$ cat src/rtl/config_chain_loader.sv
`default_nettype none
// ============================================================================
//  Module   : config_chain_loader
//  Purpose  : Bit-serial loader for the config_cell scan chain. Pulses the
//             chain reset, then streams words in LSB-first through the chain
//             head while watching the tail for bits that failed to clear.
//  Revision : 1.0  initial release
// ============================================================================
module config_chain_loader #(
  parameter int CHAIN_LEN    = 64,
  parameter int WORD_W       = 32,
  parameter int RESET_CYCLES = 2
) (
  input  logic                           config_clk,
  input  logic                           config_reset,
  input  logic                           start,
  input  logic                           abort,
  input  logic [WORD_W-1:0]              s_data,
  input  logic                           s_valid,
  output logic                           s_ready,
  output logic                           chain_reset,
  output logic                           chain_data,
  output logic                           chain_shift_en,
  input  logic                           chain_tail,
  output logic                           busy,
  output logic                           done,
  output logic                           error,
  output logic [$clog2(CHAIN_LEN+1)-1:0] bits_left
);

  localparam int BW = $clog2(CHAIN_LEN + 1);
  localparam int NW = $clog2(WORD_W + 1);
  localparam int RW = (RESET_CYCLES > 1) ? $clog2(RESET_CYCLES) : 1;

  localparam logic [BW-1:0] c_CHAIN    = BW'(CHAIN_LEN);
  localparam logic [NW-1:0] c_WORD     = NW'(WORD_W);
  localparam logic [RW-1:0] c_RST_LAST = RW'(RESET_CYCLES - 1);

  typedef enum logic [2:0] {
    S_IDLE  = 3'd0,
    S_RST   = 3'd1,
    S_FETCH = 3'd2,
    S_SHIFT = 3'd3,
    S_DONE  = 3'd4
  } state_t;

  state_t              r_state;
  state_t              w_next;
  logic [RW-1:0]       r_rst_cnt;
  logic [WORD_W-1:0]   r_shreg;
  logic [NW-1:0]       r_word_left;
  logic [BW-1:0]       r_bits_left;
  logic                r_error;

  logic                w_ready;
  logic                w_chain_reset;
  logic                w_shift_en;
  logic [NW-1:0]       w_take;

  // Bits taken from a freshly fetched word: a full word, or only what the chain still needs
  assign w_take = (int'(r_bits_left) >= WORD_W) ? c_WORD : NW'(r_bits_left);

  // State register
  always_ff @(posedge config_clk or negedge config_reset) begin
    if (!config_reset) begin
      r_state <= S_IDLE;
    end else begin
      r_state <= w_next;
    end
  end

  // Next-state and per-cycle strobes; abort suppresses every strobe in its own cycle
  always_comb begin
    w_next        = r_state;
    w_ready       = 1'b0;
    w_chain_reset = 1'b0;
    w_shift_en    = 1'b0;
    case (r_state)
      S_IDLE: begin
        if (start) w_next = S_RST;
      end
      S_RST: begin
        if (abort) begin
          w_next = S_IDLE;
        end else begin
          w_chain_reset = 1'b1;
          if (r_rst_cnt == c_RST_LAST) w_next = S_FETCH;
        end
      end
      S_FETCH: begin
        if (abort) begin
          w_next = S_IDLE;
        end else begin
          w_ready = 1'b1;
          if (s_valid) w_next = S_SHIFT;
        end
      end
      S_SHIFT: begin
        if (abort) begin
          w_next = S_IDLE;
        end else begin
          w_shift_en = 1'b1;
          if (r_word_left == NW'(1)) begin
            w_next = (r_bits_left == BW'(1)) ? S_DONE : S_FETCH;
          end
        end
      end
      S_DONE: begin
        w_next = S_IDLE;
      end
      default: begin
        w_next = S_IDLE;
      end
    endcase
  end

  // Datapath: reset timer, shift register, word/chain bit counters and sticky tail error
  always_ff @(posedge config_clk or negedge config_reset) begin
    if (!config_reset) begin
      r_rst_cnt   <= '0;
      r_shreg     <= '0;
      r_word_left <= '0;
      r_bits_left <= '0;
      r_error     <= 1'b0;
    end else begin
      if (r_state == S_IDLE && start) begin
        r_error     <= 1'b0;
        r_bits_left <= c_CHAIN;
        r_rst_cnt   <= '0;
      end
      if (w_chain_reset) begin
        r_rst_cnt <= r_rst_cnt + RW'(1);
      end
      if (w_ready && s_valid) begin
        r_shreg     <= s_data;
        r_word_left <= w_take;
      end
      if (w_shift_en) begin
        r_shreg     <= r_shreg >> 1;
        r_word_left <= r_word_left - NW'(1);
        r_bits_left <= r_bits_left - BW'(1);
        // The tail must still hold reset zeros while the first load is pushed through
        if (chain_tail) r_error <= 1'b1;
      end
    end
  end

  assign s_ready        = w_ready;
  assign chain_reset    = w_chain_reset;
  assign chain_shift_en = w_shift_en;
  assign chain_data     = w_shift_en & r_shreg[0];
  assign busy           = (r_state != S_IDLE);
  assign done           = (r_state == S_DONE);
  assign error          = r_error;
  assign bits_left      = r_bits_left;

endmodule
`default_nettype wire

$ cat config.mk
export PLATFORM = sky130hd
export DESIGN_NAME = config_chain_loader
export DESIGN_NICKNAME = d
export VERILOG_FILES = /design/src/rtl/config_chain_loader.sv
export SDC_FILE = /design/constraint.sdc
export NUM_CORES = 1
export LEC_CHECK = 0
export ABC_AREA = 1
export ABC_CLOCK_PERIOD_IN_PS = 2650
export CAP_MARGIN = 30
export CORE_ASPECT_RATIO = 1.25
export CORE_MARGIN = 2
export CORE_UTILIZATION = 50
export DETAILED_ROUTE_END_ITERATION = 6
export HOLD_SLACK_MARGIN = 0.06
export PLACE_DENSITY = 0.83
export SYNTH_ARGS = -nofsm -noshare
export SYNTH_HDL_FRONTEND = slang
export SYNTH_SLANG_ARGS = --single-unit
$ cat constraint.sdc
create_clock -name config_clk -period 2.65 [get_ports config_clk]
set_input_delay 0.265 -clock config_clk [delete_from_list [all_inputs] [get_ports config_clk]]
set_output_delay 0.265 -clock config_clk [all_outputs]
set_load 0.005 [all_outputs]
# --- Word-level counts from Yosys, hierarchy flattened ---
# Index checks and enable logic that the tools add are counted.
op_classes:
  add_sub_neg: 3
  magnitude_cmp: 1
  eq_ne: 10
  n_mux: 25
  bitwise: 1
  n_reduce_logical: 8
op_table:
  columns: ["cell", "n"]
  rows:
  - ["$mux 32", 2]
  - ["$mux 3", 8]
  - ["$mux 6", 3]
  - ["$mux 7", 2]
  - ["$pmux 3 s4", 1]
  - ["$mux 1", 9]
  - ["$ne 3x3->1 const B", 3]
  - ["$eq 7x1->1 const B", 1]
  - ["$ge 7x6->1 const B", 1]
  - ["$sub 7x1->7 const B", 1]
  - ["$eq 3x2->1 const B", 2]
  - ["$eq 6x1->1 const B", 1]
  - ["$reduce_bool 2->1", 3]
  - ["$sub 6x1->6 const B", 1]
  - ["$reduce_and 4->1", 1]
  - ["$eq 3x1->1 const B", 1]
  - ["$eq 3x3->1 const B", 1]
  - ["$logic_not 3->1", 1]
  - ["$reduce_bool 3->1", 1]
  - ["$logic_and 1x1->1", 2]
  - ["$ne 2x2->1 const B", 1]
  - ["$add 1x1->1 const B", 1]
  - ["$and 1x1->1", 1]
totals:
  register_bits: 50
  inputBits: 38
  wordCells: 54

# --- Logic depth before layout (Yosys ltp) ---
# Gate-level depths: netlist (run 1).
depth:
  word_depth: 5
  mapped_depth: 9
  mapped_depth_nobuf: 9

# --- Worst setup path before layout (run 1) ---
# No wires, ideal clock.
synth_timing:
  path_type: "reg-to-output"
  from: "reg r_state[2]"
  to: "out chain_data"
  arrival_ns: 1.100
  setup_slack_ns: 1.285
  stages_incl_launch_ff: 8
  path_buffers: 2
  cell_sequence: "dfrtp_1 -> inv_1 -> nand2_1 -> nor2_2 -> buf_6 -> inv_4 -> buf_2 -> nor2_1"
synth_via:
  elab_chain_cells: 3
synth_rtl:
  columns: ["item", "line_no", "text"]
  rows:
  - ["start, declared", "47", "state_t r_state;"]
  - ["start signal, assigned", "68", "r_state <= w_next;"]
  - ["$eq 3x2->1", "78", "case (r_state)"]
  - ["$mux 1", "78", null]
  - ["$and 1x1->1", "151", "assign chain_data = w_shift_en & r_shreg[0];"]
  - ["end, declared", "22", "output logic chain_data,"]
# No other way between the ends.

# --- Final worst setup path (run 1) ---
layout_timing:
  from: "reg r_state[0]"
  to: "out chain_shift_en"
layout_via:
  elab_chain_cells: 2
layout_rtl:
  columns: ["item", "line_no", "text"]
  rows:
  - ["$eq 3x2->1", "78", null]
  - ["$mux 1", "78", null]
  - ["end, declared", "23", "output logic chain_shift_en,"]
# No other way between the ends.

==> flow_metrics.py, run 1 <==
metrics = {
    "yosys": {
        "synth_enable_flop_cells": 0,
        "async_flop_share": 1.00,
        "yosysTopAreaCell": "dfrtp_1",
        "syn-mean-instance-area_um2": 7.77,
        "ys_seq_area_frac": 0.485,
        "syn_inst": 332,
        "synth_flop_cell": "dfrtp_1",
        "synthesis.area_um2": 2580,
        "synthTopCellsByArea": "dfrtp_1, nand2_1, o21ai_1",
        "synth_nets": 375,
        "synth_warnings": 0,
        "ys_types": 27,
        "synth_top_area_frac": 0.485,
        "synth-seq-cells": 50,
    },
    "cells_and_area": {
        "final_cells": 445,
        "nets": 426,
        "drive_gt1_frac": 0.0522,
        "layout_common_cells": "nand2_1, nor2_1, dfrtp_1, clkdlybuf4s50_1, o21ai_1",
        "syn2layout_area_growth_pct": 24.7,
        "antenna_cells": 0,
        "final_common_cell": "nand2_1",
        "final_area_um2": 3220,
    },
    "timing": {
        "setup_viol": 0,
        "fin_tns_setup_ns": 0,
        "timing.final.crit_share": 0.789,
        "skew_ns": 0.00647,
        "fin_crit_ns": 2.09,
        "setup_ws_ns": 0.558,
        "slew_violations": 0,
        "rsz0062_at_grt": "no",
        "worst_slew_pin_slew_ns": 0.793,
        "fmax_mhz": 478,
        "slew_headroom": 0.471,
        "hold_violations": 0,
    },
    "die": {
        "core-area_um2": 5040,
        "placementRows": 29,
        "die_area_um2": 5760,
        "io_pins": 52,
        "die_w_um": 68.3,
        "start_util": 0.512,
        "die_y_um": 84.3,
    },
    "grt": {
        "grt_max_degree": 36,
        "grt_antenna_before_repair": 0,
        "grt_pass1_vias": 2307,
        "grt_first_pass_wirelength_um": 9570,
        "grtUsageTotal": 0.213,
        "grt_overflow": 0,
    },
    "clock_network": {
        "clock-sinks": 50,
        "path_clk_slew_ns": 0.09,
        "cts_resized": 0,
        "cts_tree": "built",
        "cts-root-buf": "clkbuf_8",
        "cts_setup_buffers": 0,
        "hold_buffers": 1,
        "numCtsBuffers": 5,
        "clock_latency_ns": 0.30,
        "htree_levels": 2,
        "cts_buffer_depth": 2,
    },
    "critical_path": {
        "cp_slowest_stage_delay_ns": 0.51,
        "path_cells": "nand2_1 > nor2_4 > buf_4 > clkdlybuf4s50_1",
        "slowest_stage": "dfrtp_1",
        "start_kind": "flop",
        "critPathBufInv": 2,
        "crit_path_max_fanout": 9,
        "cp.arrival_ns": 1.83,
        "worstPathRequired_ns": 2.38,
        "crit_path_end_kind": "output port",
        "critPathTopFamily": "buffers and inverters",
        "path_class": "reg2out",
    },
    "placed_design": {
        "place_inst": 437,
        "gp_routability_congestion": 0.800,
        "dp_slack_ns": 0.647,
        "portBuffers": 51,
        "hpwl_um": 3890,
        "placed_cell_area_um2": 3130,
    },
    "job": {
        "maxCapViolCount": 0,
    },
    "drt": {
        "wirelength_um": 5350,
        "drt_pass1_iterations": 4,
        "drc": 0,
        "drtIter0Drc": 96,
        "via_per_inst": 5.17,
        "ant_nets": 0,
        "route.vias.total": 2301,
        "wire_per_inst_um": 12.0,
    },
    "worst_hold_path": {
        "hold_path.class": "in2async",
    },
    "power_and_ir_drop": {
        "ir_worst_vdd_mv": 0.447,
        "powerDensity_nw_per_um2": 922,
        "p_leak_uw": 0.00153,
    },
    "status": {
        "status": "finished, final reports clean",
    },
}
kinds of logic (layout without fill, tap and decap cells):
family,count (synthesis),after routing,synth area share
and+or+nand+nor,162,162,0.254
AOI/OAI and AO/OA,78,78,0.159
DFF,50,50,0.485
buffers and inverters,35,86,0.0712
adders and majority gates,5,5,0.0242
xor gates and xnor gates,2,2,0.00679
cell type report:
type / count / area (um2)
timing repair buffer: 60 / 588
multi-input combinational: 247 / 1150
inverter: 19 / 73.8
sequential: 50 / 1250
fill: 449 / 1830
tap: 62 / 77.6
clock buffer: 7 / 76.3
through the flow:
stage | util | total power, uW | hold WS (ns)
2_1_floorplan | - | 2150 | -0.0306
3_3_place_gp | 0.617 | 2500 | 0.468
3_5_place_dp | 0.621 | 2560 | 0.204
4_1_cts | 0.638 | 2990 | 0.417
5_1_grt | 0.638 | 3250 | 0.448
6_report | 0.638 | 2970 | 0.406
where the power goes:
group          internal, uW  leakage [uW]  switching [uW]
Sequential             1090      0.000635             251
Clock                   182     0.0000383             237
Combinational           545      0.000860             660
worst paths after layout:
check | to | start | slack [ns] | cells after the start
min reg2reg | r_shreg[31] | r_shreg[31] | 0.50 | 2
max in group asynchronous | r_shreg[30] | config_reset | 1.74 | 3
min | r_shreg[16] | config_reset | 0.41 | 2
max reg2reg | r_word_left[1] | r_state[0] | 0.90 | 4
min in group config_clk | r_shreg[31] | r_shreg[31] | 0.50 | 2
max | chain_shift_en | r_state[0] | 0.56 | 4
flip-flops by register name, indices dropped and copies added, names as in the netlist:
| register | count |
|---|---|
| r_shreg | 32 |
| bits_left | 7 |
| r_word_left | 6 |
| r_state | 3 |
| error | 1 |
| r_rst_cnt | 1 |
Yosys cell counts, types with 3 or more instances:
cell and count:
nand2_1 81, nor2_1 56, dfrtp_1 50, o21ai_1 43, o21ai_0 25, inv_1 18
nand3_1 13, buf_2 9, ha_1 5, buf_6 4, nand3b_1 3, nor3_1 3
o22ai_1 3
per-layer routing:
layer	track usage	vias up	wire length (um)
li1	-	1177	-
met3	0.0282	8	181
met4	0.0745	0	79
met5	0	-	0
met2	0.372	48	2730
met1	0.262	1068	2360
worst reg2reg max path: cells and delay by family, from the launching register on:
family / cells / cell delay, ns
and+or+nand+nor: 1 / 0.06
DFF: 1 / 0.48
buffers and inverters: 1 / 0.34
AOI/OAI and AO/OA: 2 / 0.79
Power figures use the tool's default switching activity.
==> run 2, diff against run 1 <==
--- a/config.mk
+++ b/config.mk
@@ -6,14 +6,14 @@
 export NUM_CORES = 1
 export LEC_CHECK = 0
 export ABC_AREA = 1
-export ABC_CLOCK_PERIOD_IN_PS = 2650
+export ABC_CLOCK_PERIOD_IN_PS = 1770
 export CAP_MARGIN = 30
 export CORE_ASPECT_RATIO = 1.25
 export CORE_MARGIN = 2
-export CORE_UTILIZATION = 50
+export CORE_UTILIZATION = 46
 export DETAILED_ROUTE_END_ITERATION = 6
 export HOLD_SLACK_MARGIN = 0.06
-export PLACE_DENSITY = 0.83
+export PLACE_DENSITY = 0.8
 export SYNTH_ARGS = -nofsm -noshare
 export SYNTH_HDL_FRONTEND = slang
 export SYNTH_SLANG_ARGS = --single-unit
==> constraint.sdc (replaced) <==
create_clock -name config_clk -period 1.77 [get_ports config_clk]
set_input_delay 0.177 -clock config_clk [delete_from_list [all_inputs] [get_ports config_clk]]
set_output_delay 0.177 -clock config_clk [all_outputs]
set_load 0.005 [all_outputs]
==> run 2 against run 1 <==
  * Sequential share of layout area shrank 0.61 points
  * Sequential cell count unchanged
  * Hold slack got worse by 0.043 ns
  * Critical endpoint is now busy
  * Largest cell class unchanged
==> flow_metrics.py, run 2 (synthesis gave the netlist of run 1 again) <==
metrics = {
    "status": {
        "status": "finished, final reports clean",
    },
    "die": {
        "placementRows": 30,
        "die_y_um": 87.8,
        "start_util": 0.474,
        "core-area_um2": 5440,
        "io_pins": 52,
        "die_area_um2": 6230,
        "die_w_um": 71,
    },
    "cells_and_area": {
        "largest_reg_flops": 32,
        "top_register": "r_shreg",
        "final_common_cell": "nand2_1",
        "fill_cells": 490,
        "nets": 430,
        "syn2layout_area_growth_pct": 26.9,
        "utilization": 0.602,
        "layout_common_cells": "nand2_1, nor2_1, dfrtp_1",
        "drive_gt1_frac": 0.0801,
        "antenna_cells": 0,
    },
    "job": {
        "maxCapViolCount": 0,
    },
    "drt": {
        "wirelength_um": 5780,
        "drt_pass1_iterations": 4,
        "drtIter0Drc": 147,
        "wire_per_inst_um": 12.8,
        "drc": 0,
        "ant_nets": 0,
        "via_per_inst": 5.19,
        "route.vias.total": 2339,
    },
    "placed_design": {
        "hpwl_um": 4160,
        "portBuffers": 51,
        "gp_routability_congestion": 0.869,
    },
    "clock_network": {
        "numCtsBuffers": 5,
        "cts_tree": "built",
        "clock_latency_ns": 0.31,
        "path_clk_slew_ns": 0.09,
        "clock-sinks": 50,
        "cts_buffer_depth": 2,
        "cts-root-buf": "clkbuf_8",
        "htree_levels": 2,
    },
    "grt": {
        "grt_pass1_vias": 2272,
        "grtUsageTotal": 0.202,
        "grt_overflow": 0,
        "grt_antenna_before_repair": 0,
        "grt_max_degree": 39,
        "grt_first_pass_wirelength_um": 9960,
    },
    "critical_path": {
        "start_kind": "flop",
        "worstPathRequired_ns": 1.59,
        "crit_path_end_kind": "output port",
        "crit_path_max_fanout": 8,
        "cp.arrival_ns": 1.54,
        "path_class": "reg2out",
    },
    "timing": {
        "setup_viol": 0,
        "hold_violations": 0,
        "worst_slew_pin_slew_ns": 0.514,
        "skew_ns": 0.00858,
        "hold_ws_ns": 0.364,
        "slew_violations": 0,
        "slew_headroom": 0.657,
        "fmax_mhz": 583,
        "timing.final.crit_share": 0.969,
        "rsz0062_at_grt": "yes",
        "fin_crit_ns": 1.71,
    },
    "power_and_ir_drop": {
        "p_leak_uw": 0.00161,
        "powerDensity_nw_per_um2": 1390,
        "ir_worst_vdd_mv": 0.656,
    },
    "worst_hold_path": {
        "hold_path.class": "in2async",
    },
}
-- run 2: final cells by class --
type	instances	area [um2]	share of cell area
Clock buffer	7	76.3	0.0233
Inverter	19	73.8	0.0225
Multi-Input combinational cell	247	1170	0.357
Sequential cell	50	1250	0.383
Tap cell	64	80.1	0.0244
Timing Repair Buffer	64	623	0.190
-- run 2: repair_timing --
| action | in CTS | in global routing |
|---|---|---|
| hold buffers | 1 | 0 |
| pin swaps | 1 | 2 |
| resized for setup | 7 | 6 |
| cloned | 0 | 0 |
| setup buffers | 1 | 1 |
| endpoints found under the setup margin | 5 | 5 |
| hold endpoints to repair | 21 | 0 |
-- run 2: power breakdown --
group / switching, uW / leakage (uW) / internal, uW
clock: 364 / 0.0000383 / 273
combinational: 1050 / 0.000944 / 855
sequential: 371 / 0.000632 / 1640
-- run 2: path summary, 6_finish.rpt --
path                               from      endpoint  slack, ns  cells past startpoint
setup reg to reg             r_state[2]  bits_left[2]       0.12                      8
setup / recovery             r_state[0]          busy       0.06                      4
max in group asynchronous  config_reset    r_state[1]       0.77                      3
hold reg to reg             r_shreg[16]   r_shreg[16]       0.49                      2
min in group config_clk      s_data[31]   r_shreg[31]       0.42                      3
hold / removal             config_reset   r_shreg[30]       0.36                      2
-- run 2: per-stage QoR --
stage | std cells | setup WS [ns] | instance area, um2 | total power (uW) | setup TNS [ns]
4_1_cts | 450 | -0.00811 | 3250 | 4560 | -0.0138
2_1_floorplan | 332 | 0.493 | 2580 | 3220 | 0
3_3_place_gp | 441 | 0.0493 | 3150 | 3800 | 0
6_report | 451 | 0.0554 | 3280 | 4550 | 0
3_5_place_dp | 441 | 0.00191 | 3150 | 3900 | 0
5_1_grt | 451 | -0.00521 | 3280 | 4950 | -0.00521
-- run 2: critical path, stage by stage (launching register included) --
cell and delay [ns]:
dfrtp_1 0.39, buf_4 0.17, nor3_2 0.15, inv_1 0.08
clkdlybuf4s50_1 0.45
-- run 2: per-layer routing --
metal | global-route usage | routed length [um]
met3 | 0.0403 | 204
met1 | 0.250 | 2560
met2 | 0.354 | 2920
met4 | 0.0720 | 86
met5 | 0 | 0
==> variant 1, RTL diff (settings of run 2) <==
Change the parameter `RESET_CYCLES` from 2 to 4.
--- a/src/rtl/config_chain_loader.sv
+++ b/src/rtl/config_chain_loader.sv
@@ -9,7 +9,7 @@
 module config_chain_loader #(
   parameter int CHAIN_LEN    = 64,
   parameter int WORD_W       = 32,
-  parameter int RESET_CYCLES = 2
+  parameter int RESET_CYCLES = 4
 ) (
   input  logic                           config_clk,
   input  logic                           config_reset,
Function: changed (Yosys sat finds a counterexample within 4 cycles, from zero or initial values and one cycle with config_reset low).
==> variant 1 against run 2 <==
  * Area after synthesis rose by 6.7%
  * Worst setup slack worse by 0.0064 ns
  * Maximum frequency decreased by 0.37%
  * Synthesized cell count rose by 1.2%
  * Hold slack improved by 0.089 ns
  * Combinational power grew 18%
  * Power is 11% higher
  * Wire length increased by 3.3%
  * Sequential cell count up 1
  * Final area increased by 8.4%
  * Global-route usage is 0.71 points lower
  * Register-to-register slack got worse by 0.02 ns
  * Critical path type unchanged
  * Largest power group is now combinational logic
  * Highest routed layer unchanged
==> variant 1: results (changes against run 2) <==
run status finished, final reports clean; Yosys cell types 29 (+7.4%); initial antenna violation count 0 (unchanged); critical path fanouts, max 3 (-5); pre-CTS setup slack 0.0580 ns (+0.0561 ns); Post-Synthesis Cells 336 (+1.2%); Starting DRT DRC Count 137 (-6.8%); Via Count 2399 (+2.6%); Placed Cells 447 (+1.4%); htree depth 2 (unchanged); Async SR Flop Fraction 100% (unchanged); nets@finish 442 (+2.8%); post-synthesis sequential area ratio 46.3% (-2.1 points); vias in the first global route 2314 (+1.8%); GPL Wtd Cong 0.825 (-5.0%); VDD IR max 0.000858 V (+31%); Filler cells 506 (+3.3%); share of layout cells above drive strength 1 18.0% (+10 points); routed wire length 5.97 mm (+3.3%); Reg clk slew, reported paths about 0.08 ns; largest net degree at the start of global routing 52 (+33%); Synth top cells by count nand2_1 (75), nor2_1 (54), dfrtp_1 (51); post-synth net total 380 (+1.3%); vias per cell 5.16 (-0.52%); Hold Crit Class in2reg; CP peak stage delay 0.49 ns (+0.04 ns); Synth area leaders dfrtp_1 (46%), nand2_1 (10%), o21ai_2 (8.3%); clk_skew 0.00543 ns (-0.00314 ns); worst-skew pair later-pin latency ~0.30 ns; Global Route Usage Sum 19.5% (-0.71 points); Lkg Pwr 1.65 nW (+2.5%); Placed Instance Area 3330 µm² (+5.6%); internal power 3.08 mW (+11%); delay-heaviest family, CP buffers and inverters; detailed placement HPWL 4.10 mm (-1.4%); main flop type after synthesis dfrtp_1; worst slew pin tran 0.621 ns (+0.107 ns); Area Overhead vs Synth 28.9%; first-pass GRT wire length 10.3 mm (+3.6%); Inserted Clock Buffers 5 (unchanged); root buf cell clkbuf_8
==> variant 1: area by class of cell <==
cell class                      instances  area share [%]
Tap cell                               66            2.33
Multi-Input combinational cell        249            37.0
Clock buffer                            6            2.33
Inverter                               21            2.29
Clock inverter                          2           0.987
Timing Repair Buffer                   70            19.1
Sequential cell                        51            36.0
==> variant 1: metal layers <==
| metal | track usage (%) | wire length, µm | up-vias |
|---|---|---|---|
| met5 | 0 | 0 | - |
| met4 | 7.41 | 153 | 0 |
| met3 | 4.58 | 283 | 18 |
| met2 | 31.4 | 2890 | 55 |
| met1 | 25.2 | 2640 | 1106 |
| li1 | - | - | 1220 |
==> variant 1: worst paths after layout <==
kind                              start  slack [ns]     endpoint
hold / removal               s_data[31]        0.45  r_shreg[31]
setup / recovery             r_state[1]        0.05  chain_reset
max in group asynchronous  config_reset        0.82   r_state[0]
setup reg to reg             r_state[2]        0.10  r_shreg[30]
hold reg to reg             r_shreg[12]        0.49  r_shreg[12]
min in group asynchronous  config_reset        0.51  r_shreg[25]
==> variant 1: power by group through the flow <==
stage	clock network (mW)	registers (mW)	logic, mW
after detailed placement	0	2.00	2.11
final	0.822	1.98	2.25
after CTS	0.848	1.97	2.22
after global placement	0	1.99	2.04
after floorplan	0	1.90	1.53
after global routing	0.902	2.04	2.55
==> variant 1: kinds of logic after synthesis <==
kind of cell / count (synthesis) / share of synthesized area [%]
simple gates: 161 / 25.0
flops: 51 / 46.3
fa+ha+maj: 6 / 2.73
buf+inv: 36 / 6.91
compound gates: 82 / 19.0
==> variant 1: what timing repair did <==
| item | 4_1_cts | 5_1_grt |
|---|---|---|
| pin swaps | 2 | 1 |
| hold endpoints to repair | 51 | 0 |
| resized for setup | 9 | 7 |
| hold buffers | 1 | 0 |
| setup endpoints to repair | 5 | 3 |
| buffers inserted | 6 | 3 |
==> variant 2, RTL diff (config.mk and constraints of run 2) <==
Without the edit above. Put one more register stage on the output `error`. The value now appears one clock later. The other outputs are not delayed to match.
--- a/src/rtl/config_chain_loader.sv
+++ b/src/rtl/config_chain_loader.sv
@@ -151,7 +151,9 @@
   assign chain_data     = w_shift_en & r_shreg[0];
   assign busy           = (r_state != S_IDLE);
   assign done           = (r_state == S_DONE);
-  assign error          = r_error;
+  always_ff @(posedge config_clk) begin
+    error <= r_error;
+  end
   assign bits_left      = r_bits_left;
 
 endmodule
Check against the original RTL: not equivalent (Yosys sat finds a counterexample within 10 cycles, from zero or initial values and one cycle with config_reset low).
==> variant 2 against run 2 <==
  * Worst setup slack improved by 0.059 ns
  * Critical path depth grew 2
  * Count of clock-buffer cells in the layout fell by 1
  * Area after synthesis up 0.78%
  * First-iteration DRC count rose by 23%
  * Die area rose by 0.74%
  * Non-clock buffer count increased by 1
  * Power rose by 4.8%
  * Final area increased by 2.8%
  * Clock skew is 0.0054 ns lower
  * Sequential cell count increased by 1
  * Register-to-register slack better by 0.05 ns
  * Wire length shrank 1.4%
  * Critical path type unchanged
==> variant 2: results (changes against run 2) <==
nets@finish 432 (+0.47%); share of layout cells above drive strength 1 8.46% (+0.45 points); Hold Crit Class in2async; detailed placement HPWL 4.12 mm (-1.1%); fraction of synthesized cell area in xor and xnor cells 0.673% (-0.0052 points); Yosys cell types 28 (+3.7%); VDD IR max 0.000497 V (-24%); cells on worst reg2reg path 7 (-1); clk_skew 0.00313 ns (-0.00544 ns); Async SR Flop Fraction 98.0% (-2.0 points); Placed Instance Area 3190 µm² (+1.4%); Synth Area in Compound Gates 15.8% (-0.12 points); run status finished, final reports clean; GPL Wtd Cong 0.869 (about the same); post-synth net total 376 (+0.27%); Via Count 2362 (+0.98%); max reg flops 32 (unchanged); Worst EP arrival 1.48 ns (-0.06 ns); critical path fanouts, max 5 (-3); Filler cells 476 (-2.9%); Starting DRT DRC Count 181 (+23%); Max-slew headroom 64.3% (-1.4 points); routed wire length 5.70 mm (-1.4%); Lkg Pwr 1.65 nW (+2.5%); first-pass GRT wire length 9.77 mm (-1.9%); Global Route Usage Sum 19.6% (-0.68 points); vias in the first global route 2238 (-1.5%)
==> variant 2: cell types whose count changed after synthesis <==
cell | before | now
dfxtp_1 | 0 | 1
==> variant 2: kinds of logic after synthesis <==
logic type / after synthesis
and+or+nand+nor: 162
buffers and inverters: 35
AOI/OAI and AO/OA: 78
adders and majority gates: 5
xor gates and xnor gates: 2
DFF: 51
==> variant 2: area by class of cell <==
class / instances / area, µm² / area share [%]
clock inverter: 2 / 35.0 / 1.04
tap: 64 / 80.1 / 2.38
clock buffer: 6 / 82.6 / 2.45
timing repair buffer: 65 / 656 / 19.5
inverter: 19 / 73.8 / 2.19
sequential: 51 / 1270 / 37.8
multi-input combinational: 247 / 1170 / 34.6
==> variant 2: worst max-delay path, stage by stage, from the launching register on <==
cell,delay (ns)
dfrtp_2,0.45
nand2_2,0.11
nor2_4,0.16
buf_4,0.14
inv_4,0.03
nor2_1,0.08
clkdlybuf4s15_1,0.21
==> variant 2: worst paths after layout <==
kind / from / to / slack, ns
worst max-delay path: r_state[1] / chain_data / 0.11
worst min-delay path: config_reset / r_shreg[31] / 0.38
worst max register to register: r_state[1] / bits_left[0] / 0.17
worst min register to register: r_error / error / 0.39
max in group asynchronous: config_reset / r_state[1] / 0.80
min in group config_clk: r_error / error / 0.39
==> variant 2: layer usage <==
metal | vias up | global-route usage [%] | share of wire, %
li1 | 1191 | - | -
met1 | 1098 | 24.2 | 43
met2 | 68 | 33.8 | 50
met3 | 5 | 4.95 | 6.1
met4 | 0 | 5.83 | 1.0
met5 | - | 0 | 0
==> variant 2: what timing repair did <==
item	in CTS	in global routing
hold endpoints to repair	23	0
hold buffers	1	0
resized for setup	8	5
endpoints found under the setup margin	5	3
buffers inserted	2	1
pin swaps	1	1
==> variant 2: through the flow <==
stage          instances  power, mW  setup slack, ns
3_5_place_dp         442       3.94           0.0125
5_1_grt              454       5.19           0.0141
6_report             454       4.77            0.115
3_3_place_gp         442       3.84           0.0368
4_1_cts              453       4.80          0.00279
2_1_floorplan        333       3.26            0.493
==> variant 2: power breakdown <==
part           switching, mW  internal, mW
Sequential             0.365          1.67
Combinational           1.04         0.872
Clock                  0.372         0.457
